<file path="src/rtl/vga_fb_pkg.sv">
// Shared types and default geometry for the framebuffer pixel source.
// Defaults are derived from the 640x480 timing configuration.
package vga_fb_pkg;

    localparam int DEF_COL_BITS = 4;
    localparam int H_ACTIVE     = 640;
    localparam int V_ACTIVE     = 480;
    localparam int DEF_SCALE    = 4;
    localparam int DEF_FB_W     = H_ACTIVE / DEF_SCALE;
    localparam int DEF_FB_H     = V_ACTIVE / DEF_SCALE;

    typedef enum logic [1:0] {
        IDLE,
        FETCH,
        DRAIN
    } fetch_state_t;

    typedef struct packed {
        logic [DEF_COL_BITS-1:0] r;
        logic [DEF_COL_BITS-1:0] g;
        logic [DEF_COL_BITS-1:0] b;
    } rgb_t;

endpackage

</file>
<file path="src/rtl/vga_line_buf.sv">
// Ping-pong line buffer: two banks of DEPTH entries, bank chosen by
// the address MSB; one write port and one registered read port.
module vga_line_buf #(
    parameter int DEPTH = 160,
    parameter int W     = 4,
    parameter int AW    = $clog2(DEPTH) + 1
) (
    input  logic          clk,
    input  logic          we,
    input  logic [AW-1:0] waddr,
    input  logic [W-1:0]  wdata,
    input  logic          re,
    input  logic [AW-1:0] raddr,
    output logic [W-1:0]  rdata
);

    logic [W-1:0] mem [2][DEPTH];

    always_ff @(posedge clk) begin
        if (we)
            mem[waddr[AW-1]][waddr[AW-2:0]] <= wdata;
        if (re)
            rdata <= mem[raddr[AW-1]][raddr[AW-2:0]];
    end

endmodule

</file>
<file path="src/rtl/vga_fb_source.sv">
// Palette-indexed framebuffer scan-out with SCALE upscaling, line
// prefetch into a ping-pong buffer and a 2-cycle pixel pipeline.
module vga_fb_source
    import vga_fb_pkg::*;
#(
    parameter int COL_BITS  = DEF_COL_BITS,
    parameter int IDX_BITS  = 4,
    parameter int SCALE     = DEF_SCALE,
    parameter int FB_W      = DEF_FB_W,
    parameter int FB_H      = DEF_FB_H,
    parameter int ADDR_BITS = $clog2(FB_W * FB_H)
) (
    input  logic                  i_clk,
    input  logic                  i_rstn,
    input  logic                  i_en,
    input  logic [9:0]            i_x,
    input  logic [9:0]            i_y,
    input  logic                  i_de,
    output logic [COL_BITS-1:0]   o_r,
    output logic [COL_BITS-1:0]   o_g,
    output logic [COL_BITS-1:0]   o_b,
    output logic                  o_de,
    output logic                  o_mem_rd,
    output logic [ADDR_BITS-1:0]  o_mem_addr,
    input  logic [IDX_BITS-1:0]   i_mem_rdata,
    input  logic                  i_pal_we,
    input  logic [IDX_BITS-1:0]   i_pal_addr,
    input  logic [3*COL_BITS-1:0] i_pal_data,
    output logic                  o_underrun
);

    localparam int SH    = $clog2(SCALE);
    localparam int CW    = $clog2(FB_W);
    localparam int PAL_N = 2 ** IDX_BITS;
    localparam int RGB_W = 3 * COL_BITS;

    fetch_state_t         state, state_nx;
    logic [CW-1:0]        col, col_nx;
    logic [ADDR_BITS-1:0] addr_q, addr_nx, next_base;
    logic                 launch, launch_nx;
    logic                 back_valid, bv_nx;
    logic                 front, front_nx;
    logic                 underrun_nx;
    logic                 de_prev, row_start;
    logic [9:0]           y_row, x_col;

    assign y_row     = i_y >> SH;
    assign x_col     = i_x >> SH;
    assign row_start = i_en && i_de && !de_prev
                    && (i_y[SH-1:0] == '0);

    // Last framebuffer row prefetches row 0 for the next frame.
    assign next_base = (y_row >= 10'(FB_H - 1)) ? '0 :
        ADDR_BITS'(y_row + 10'd1) * ADDR_BITS'(FB_W);

    always_comb begin
        state_nx    = state;
        col_nx      = col;
        addr_nx     = addr_q;
        launch_nx   = launch;
        bv_nx       = back_valid;
        front_nx    = front;
        underrun_nx = o_underrun;
        if (row_start) begin
            underrun_nx = o_underrun | (state != IDLE);
            front_nx    = ~front;
            bv_nx       = 1'b0;
            launch_nx   = 1'b0;
            state_nx    = FETCH;
            col_nx      = '0;
            addr_nx     = next_base;
        end else if (launch) begin
            launch_nx = 1'b0;
            state_nx  = FETCH;
            col_nx    = '0;
            addr_nx   = '0;
        end else begin
            unique case (state)
                FETCH: begin
                    if (col == CW'(FB_W - 1)) begin
                        state_nx = DRAIN;
                    end else begin
                        col_nx  = col + 1'b1;
                        addr_nx = addr_q + 1'b1;
                    end
                end
                DRAIN: begin
                    state_nx = IDLE;
                    bv_nx    = 1'b1;
                end
                default: ;
            endcase
        end
    end

    always_ff @(posedge i_clk) begin
        if (!i_rstn) begin
            state      <= IDLE;
            col        <= '0;
            addr_q     <= '0;
            launch     <= 1'b1;
            back_valid <= 1'b0;
            front      <= 1'b0;
            o_underrun <= 1'b0;
            de_prev    <= 1'b0;
        end else if (i_en) begin
            state      <= state_nx;
            col        <= col_nx;
            addr_q     <= addr_nx;
            launch     <= launch_nx;
            back_valid <= bv_nx;
            front      <= front_nx;
            o_underrun <= underrun_nx;
            de_prev    <= i_de;
        end
    end

    assign o_mem_rd   = (state == FETCH);
    assign o_mem_addr = addr_q;

    // Return path tracks the memory even while frozen, since a held
    // read strobe keeps returning the word for the held address.
    logic          rd_d;
    logic [CW-1:0] col_d;

    always_ff @(posedge i_clk) begin
        if (!i_rstn) begin
            rd_d  <= 1'b0;
            col_d <= '0;
        end else begin
            rd_d  <= o_mem_rd;
            col_d <= col;
        end
    end

    logic                oor, de1, oor1, de_q;
    logic [CW-1:0]       rd_col;
    logic [IDX_BITS-1:0] idx;
    logic [RGB_W-1:0]    rgb_q;
    logic [RGB_W-1:0]    pal [PAL_N];

    assign oor    = x_col >= 10'(FB_W);
    assign rd_col = oor ? '0 : x_col[CW-1:0];

    vga_line_buf #(
        .DEPTH (FB_W),
        .W     (IDX_BITS)
    ) u_line_buf (
        .clk   (i_clk),
        .we    (rd_d),
        .waddr ({~front, col_d}),
        .wdata (i_mem_rdata),
        .re    (i_en),
        .raddr ({front ^ row_start, rd_col}),
        .rdata (idx)
    );

    always_ff @(posedge i_clk) begin
        if (!i_rstn) begin
            de1   <= 1'b0;
            oor1  <= 1'b0;
            rgb_q <= '0;
            de_q  <= 1'b0;
        end else if (i_en) begin
            de1   <= i_de;
            oor1  <= oor;
            rgb_q <= (de1 && !oor1) ? pal[idx] : '0;
            de_q  <= de1;
        end
    end

    always_ff @(posedge i_clk) begin
        if (!i_rstn) begin
            for (int n = 0; n < PAL_N; n++)
                pal[n] <= {3{COL_BITS'(n)}};
        end else if (i_pal_we) begin
            pal[i_pal_addr] <= i_pal_data;
        end
    end

    assign o_r  = i_en ? rgb_q[RGB_W-1 -: COL_BITS] : '0;
    assign o_g  = i_en ? rgb_q[2*COL_BITS-1 -: COL_BITS] : '0;
    assign o_b  = i_en ? rgb_q[COL_BITS-1:0] : '0;
    assign o_de = i_en & de_q;

endmodule

</file>
<file path="config.mk">
export PLATFORM = sky130hd
export DESIGN_NAME = vga_fb_source
export DESIGN_NICKNAME = d
export VERILOG_FILES = /design/src/rtl/vga_fb_pkg.sv /design/src/rtl/vga_line_buf.sv /design/src/rtl/vga_fb_source.sv
export SDC_FILE = /design/constraint.sdc
export NUM_CORES = 2
export LEC_CHECK = 0
export BUFFER_PORTS_ARGS = -buffer_cell sky130_fd_sc_hd__buf_4
export CAP_MARGIN = 20
export CORE_MARGIN = 2
export CORE_UTILIZATION = 65
export CTS_CLUSTER_DIAMETER = 40
export DETAILED_ROUTE_END_ITERATION = 16
export GPL_TIMING_DRIVEN = 0
export PLACE_DENSITY = 0.88
export REMOVE_ABC_BUFFERS = 1
export SLEW_MARGIN = 20
export SYNTH_ARGS = -nofsm -noshare
export SYNTH_HDL_FRONTEND = slang
export SYNTH_SLANG_ARGS = --single-unit
</file>
<file path="constraint.sdc">
create_clock -name i_clk -period 7.53 [get_ports i_clk]
set_input_delay 2.259 -clock i_clk [delete_from_list [all_inputs] [get_ports i_clk]]
set_output_delay 2.259 -clock i_clk [all_outputs]
set_load 0.05 [all_outputs]
</file>
# Word level (Yosys, flattened, before mapping)
# Memories as Yosys holds them, arrays and structs flattened. A register that Yosys moved wholly into a read port is not among the register bits.
# Cells that the tools add are included.
word_totals:
  ff_bits: 56
  mem_bits_rw: 1472
  inputBits: 45
  output_inout_bits: 30
  word_cells: 83
  n_memories: 2
mem_list:
  columns: ["memory", "words", "width", "rd", "rd_ports_with_merged_regs", "wr", "line_no", "text"]
  rows:
  - ["u_line_buf.mem", 2, 640, 1, 0, 1, "vga_line_buf.sv:17", "logic [W-1:0] mem [2][DEPTH];"]
  - ["pal", 16, 12, 1, 1, 16, "vga_fb_source.sv:140", "logic [RGB_W-1:0] pal [PAL_N];"]
classes:
  addsub: 3
  n_mul: 1
  order_cmp: 5
  eq_ne: 5
  muxes: 33
  n_bitwise: 6
  reduce_logical: 15
op_table:
  columns: ["op", "n"]
  rows:
  - ["$mux W640", 1]
  - ["$mux W15", 5]
  - ["$mux W8", 5]
  - ["$bmux W4 S8", 1]
  - ["$demux W4 S8", 1]
  - ["$mux W4", 8]
  - ["$mux W12", 2]
  - ["$ge A9 B9 Y1 const B", 2]
  - ["$not A8 Y9", 2]
  - ["$add A15 B1 Y15 const B", 1]
  - ["$reduce_or A12 Y1", 1]
  - ["$mul A9 B3 Y10 const B", 1]
  - ["$add A8 B1 Y9 const B", 1]
  - ["$lt A9 B1 Y1 const B", 1]
  - ["$add A8 B1 Y8 const B", 1]
  - ["$eq A8 B8 Y1 const B", 1]
  - ["$ge A8 B7 Y1 const B", 1]
  - ["$ge A8 B8 Y1 const B", 1]
  - ["$mux W1", 6]
  - ["$mux W2", 3]
  - ["$reduce_and A3 Y1", 2]
  - ["$logic_and A1 B1 Y1", 5]
  - ["$ne A4 B1 Y1 const B", 1]
  - ["$pmux W2 S2", 1]
  - ["13 further kinds", 14]

# Depth between registers and ports, before layout
# An unclocked memory read counts as a cell.
logic_depth:
  ltp_word: 9
  ltp_mapped: 16
  ltp_nobuf: 15

# By module
# Synthesis repeated with hierarchy kept, for this count alone.
hier_totals:
  cells_unflattened: 3619
  area_unflattened_um2: 63053.0
by_module_without_submodules:
  columns: ["module", "instances", "cells_each", "area_per_inst_um2", "seq_area_each_um2"]
  rows:
  - ["vga_line_buf", 1, 2714, 51394.3, 38557.0]
  - ["vga_fb_source", 1, 905, 11658.7, 6806.5]

# Worst setup path before layout
# Ideal clock, no wire load.
synth_timing:
  kind: "input to output"
  start: "input i_en"
  end: "output o_b[0]"
  t_arrival_ns: 3.678
  required_time_ns: 5.271
  path_slack_ns: 1.593
  stages: 5
  path_buffers: 4
  path_cell_list: "buf_2 > buf_1 > clkbuf_1 > clkbuf_1 > and2_1"
synth_via:
  elab_chain_len: 1
synth_lines:
  columns: ["element", "line_no", "text"]
  rows:
  - ["start: declaration", "vga_fb_source.sv:15", "input logic i_en,"]
  - ["$mux W4", "vga_fb_source.sv:183", "assign o_b = i_en ? rgb_q[COL_BITS-1:0] : '0;"]
  - ["end: declaration", "vga_fb_source.sv:21", "output logic [COL_BITS-1:0] o_b,"]
# Every way passes these cells.

==> impl_metrics.yaml <==
run_status:
  outcome: "finished, violations left"
  violations: "DRC, setup timing"
grt:
  grt_pass1_vias: 44030
  antenna_found_initial: 8
  track_usage: 0.3688
  grt-ovfl-total: 0
  grt_pass1_wl_um: 278400
  grt_max_degree: 139
timing:
  whs_ns: 0.4975
  tns_ns: -0.05650
  rsz0062_at_grt: "no"
  finalHoldViolations: 0
  fin_skew_ns: 0.05671
  max_slew.worst_pin.slew_ns: 1.325
  max_slew_margin: 0.1050
  drv_slew: 0
  min_period_ns: 7.586
  finalSetupViolations: 1
  fmax_mhz: 131.8
  fin_crit_sh: 1.008
  setup_ws_ns: -0.05650
worst_setup_path:
  arrival_ns: 8.16
  cp_slowest_cell: "o31ai_1"
  start_kind: "input port"
  crit_path_end_kind: "flop"
  crit_path_cell_trace: "buf_4, nor4b_4, buf_6, buf_6, nand3_4, buf_16, nand2_8, buf_16, a211oi_1, or4_1, a41oi_1, o21ai_0, a31o_2, o31ai_1"
  max_stage_delay_ns: 0.88
  cp_max_fo: 73
  worst-setup-path-type: "input port to flop"
  required_ns: 8.11
  r2r_slack_ns: 1.07
logic_synthesis:
  yosysMostFrequentCell: "edfxtp_1"
  syn-cell-area_um2: 64890
  synth-seq-cells: 1532
  synth_top_cell_by_area: "edfxtp_1"
  synth_area_leaders: "edfxtp_1 68%, mux4_2 4.3%, mux2i_1 2.3%"
  synth_edf_count: 1476
  syn_inst: 4504
  synth_xor_area_frac: 0.003105
  yosys.area_share.simple: 0.1155
  synthAdderAreaFrac: 0.003394
  syn_area_per_cell_um2: 14.41
  yosys_warnings: 0
  ys.flop_type: "edfxtp_1"
  ys_top_cells_by_count: "1,476 x edfxtp_1, 379 x nor2_1, 361 x nand2_1"
  yosysUniqueCellTypes: 85
  synth-async-reset-ratio: 0
  synth-compound-area-share: 0.08103
  muxShareOfSynthArea: 0.07164
  yosysSeqAreaShare: 0.7004
  synth_top_cell_area_share: 0.6831
  synth_top_family_by_area: "simple AND/OR/NAND/NOR gates"
routing:
  vias: 44830
  wl_per_cell_um: 32.54
  vias_per_cell: 7.587
  route.detailed.drc: 2
  drtPass1Iterations: 14
  final_antenna_net_count: 0
  wl_um: 192300
  drtIter0Drc: 9608
floorplan:
  core_um2: 98710
  rows: 115
  ios: 75
  initial_core_util: 0.6574
  die_w_um: 320.0
  die-area_um2: 102400
  fp.dieH_um: 320.0
cts:
  tritoncts: "built"
  htreeDepth: 4
  cts_sinks: 1532
  cts_root_buf: "clkbuf_16"
  numCtsBuffers: 162
  post_cts_buffers: 0
  clockBufferDepth: 3
  clkTransAtPathRegs_ns: 0.06
  worstSkewPairLatency_ns: 0.81
layout:
  drive_above_1_share: 0.1396
  num-nets-final: 4549
  area_growth_pct: 12.65
  fillers: 4979
run:
  drv_cap: 0
pwr:
  p_leak_uw: 0.02415
  p_per_area_nw_per_um2: 260.0
  peakVddDrop_mv: 0.2309
placed_design:
  place_ws_ns: -0.9399
  place_hpwl_um: 108700
  globalplace.congestion: 0.8512
  port_buffers: 72
min_path:
  hp-class: "flop to flop"
## critical path, delay by kind of cell
| family | cells | cell delay, ns |
|---|---|---|
| compound gates | 5 | 2.25 |
| buf+inv | 5 | 1.46 |
| simple gates | 4 | 2.04 |
## report_power, final
part | internal (uW) | total, uW | switching, uW | leakage (uW)
Clock | 4750 | 8210 | 3460 | 0.00261
Sequential | 9410 | 9480 | 72.1 | 0.0139
Combinational | 472 | 1320 | 848 | 0.00767
Total | 14600 | 19000 | 4380 | 0.0242
## path summary, 6_finish.rpt
path,start,cells after the start,end
worst max-delay path,i_y[1],14,flop
worst min-delay path,u_line_buf.rdata[3]$_DFFE_PP_,1,flop
worst max register to register,front$_SDFFE_PN0P_,12,flop
worst min register to register,u_line_buf.rdata[3]$_DFFE_PP_,1,flop
## logic make-up (layout without fill, tap and decap cells)
kind of cell | after synthesis | after routing
multiplexers | 305 | 305
flip-flops | 1532 | 1532
adder cells (fa/ha/maj) | 17 | 17
other | 0 | 3
AO/OA/AOI/OAI | 751 | 751
buffers and inverters | 354 | 468
XOR/XNOR | 23 | 23
AND/OR/NAND/NOR | 1522 | 1523
## repair_timing
action / CTS / global route
cloned: 0 / 1
endpoints found under the hold margin: 0 / 0
setup endpoints to repair: 2 / 8
hold buffers: 0 / 0
gates resized for setup: 1 / 3
## through the flow
step / total power (uW) / util / area, um^2 / std cells
6_report: 19010 / 0.7405 / 73100 / 5909
5_1_grt: 19290 / 0.7405 / 73090 / 5908
4_1_cts: 18880 / 0.7397 / 73010 / 5904
3_5_place_dp: 10880 / 0.6845 / 67560 / 5608
3_3_place_gp: 10820 / 0.6632 / 65460 / 5521
2_1_floorplan: 10300 / - / 63310 / 4162
## state kept, by name (all words and copies together), names as in the netlist, 2 cells and up, named ones only
signal and count:
u_line_buf.rdata 4, col 8, rgb_q 12, u_line_buf.mem 1280
o_mem_addr 15, state 2, col_d 8, pal 192
## area by class of cell
type	count	area, um^2	share of cell area
clock inverters	102	1175	0.01607
well taps	1287	1610	0.02203
multi-input cells	2619	18140	0.2482
repair buffers	160	2390	0.03269
flip-flops and latches	1532	45450	0.6218
diodes	3	7.507	0.0001027
inverters	12	47.55	0.0006505
clock buffers	194	4268	0.05839
## cells in the final DEF (no fill, tap or decap), drive strengths merged, types with 128 or more instances in the layout
cell type	Yosys	layout
buf	92	160
clkbuf	250	194
nand3	175	176
edfxtp	1476	1476
nand2	362	362
and2	128	128
and3	133	133
nor2	380	380
o21ai	161	161
mux2i	146	146
## per-layer routing
layer / global-route usage / vias up / wire length [um]
li1: - / 17420 / -
met3: 0.1201 / 1257 / 30440
met1: 0.4451 / 21240 / 57860
met4: 0.2441 / 6 / 16300
met2: 0.5729 / 4913 / 87640
met5: 0 / - / 38
No activity file was read; power rests on OpenSTA's default activity.
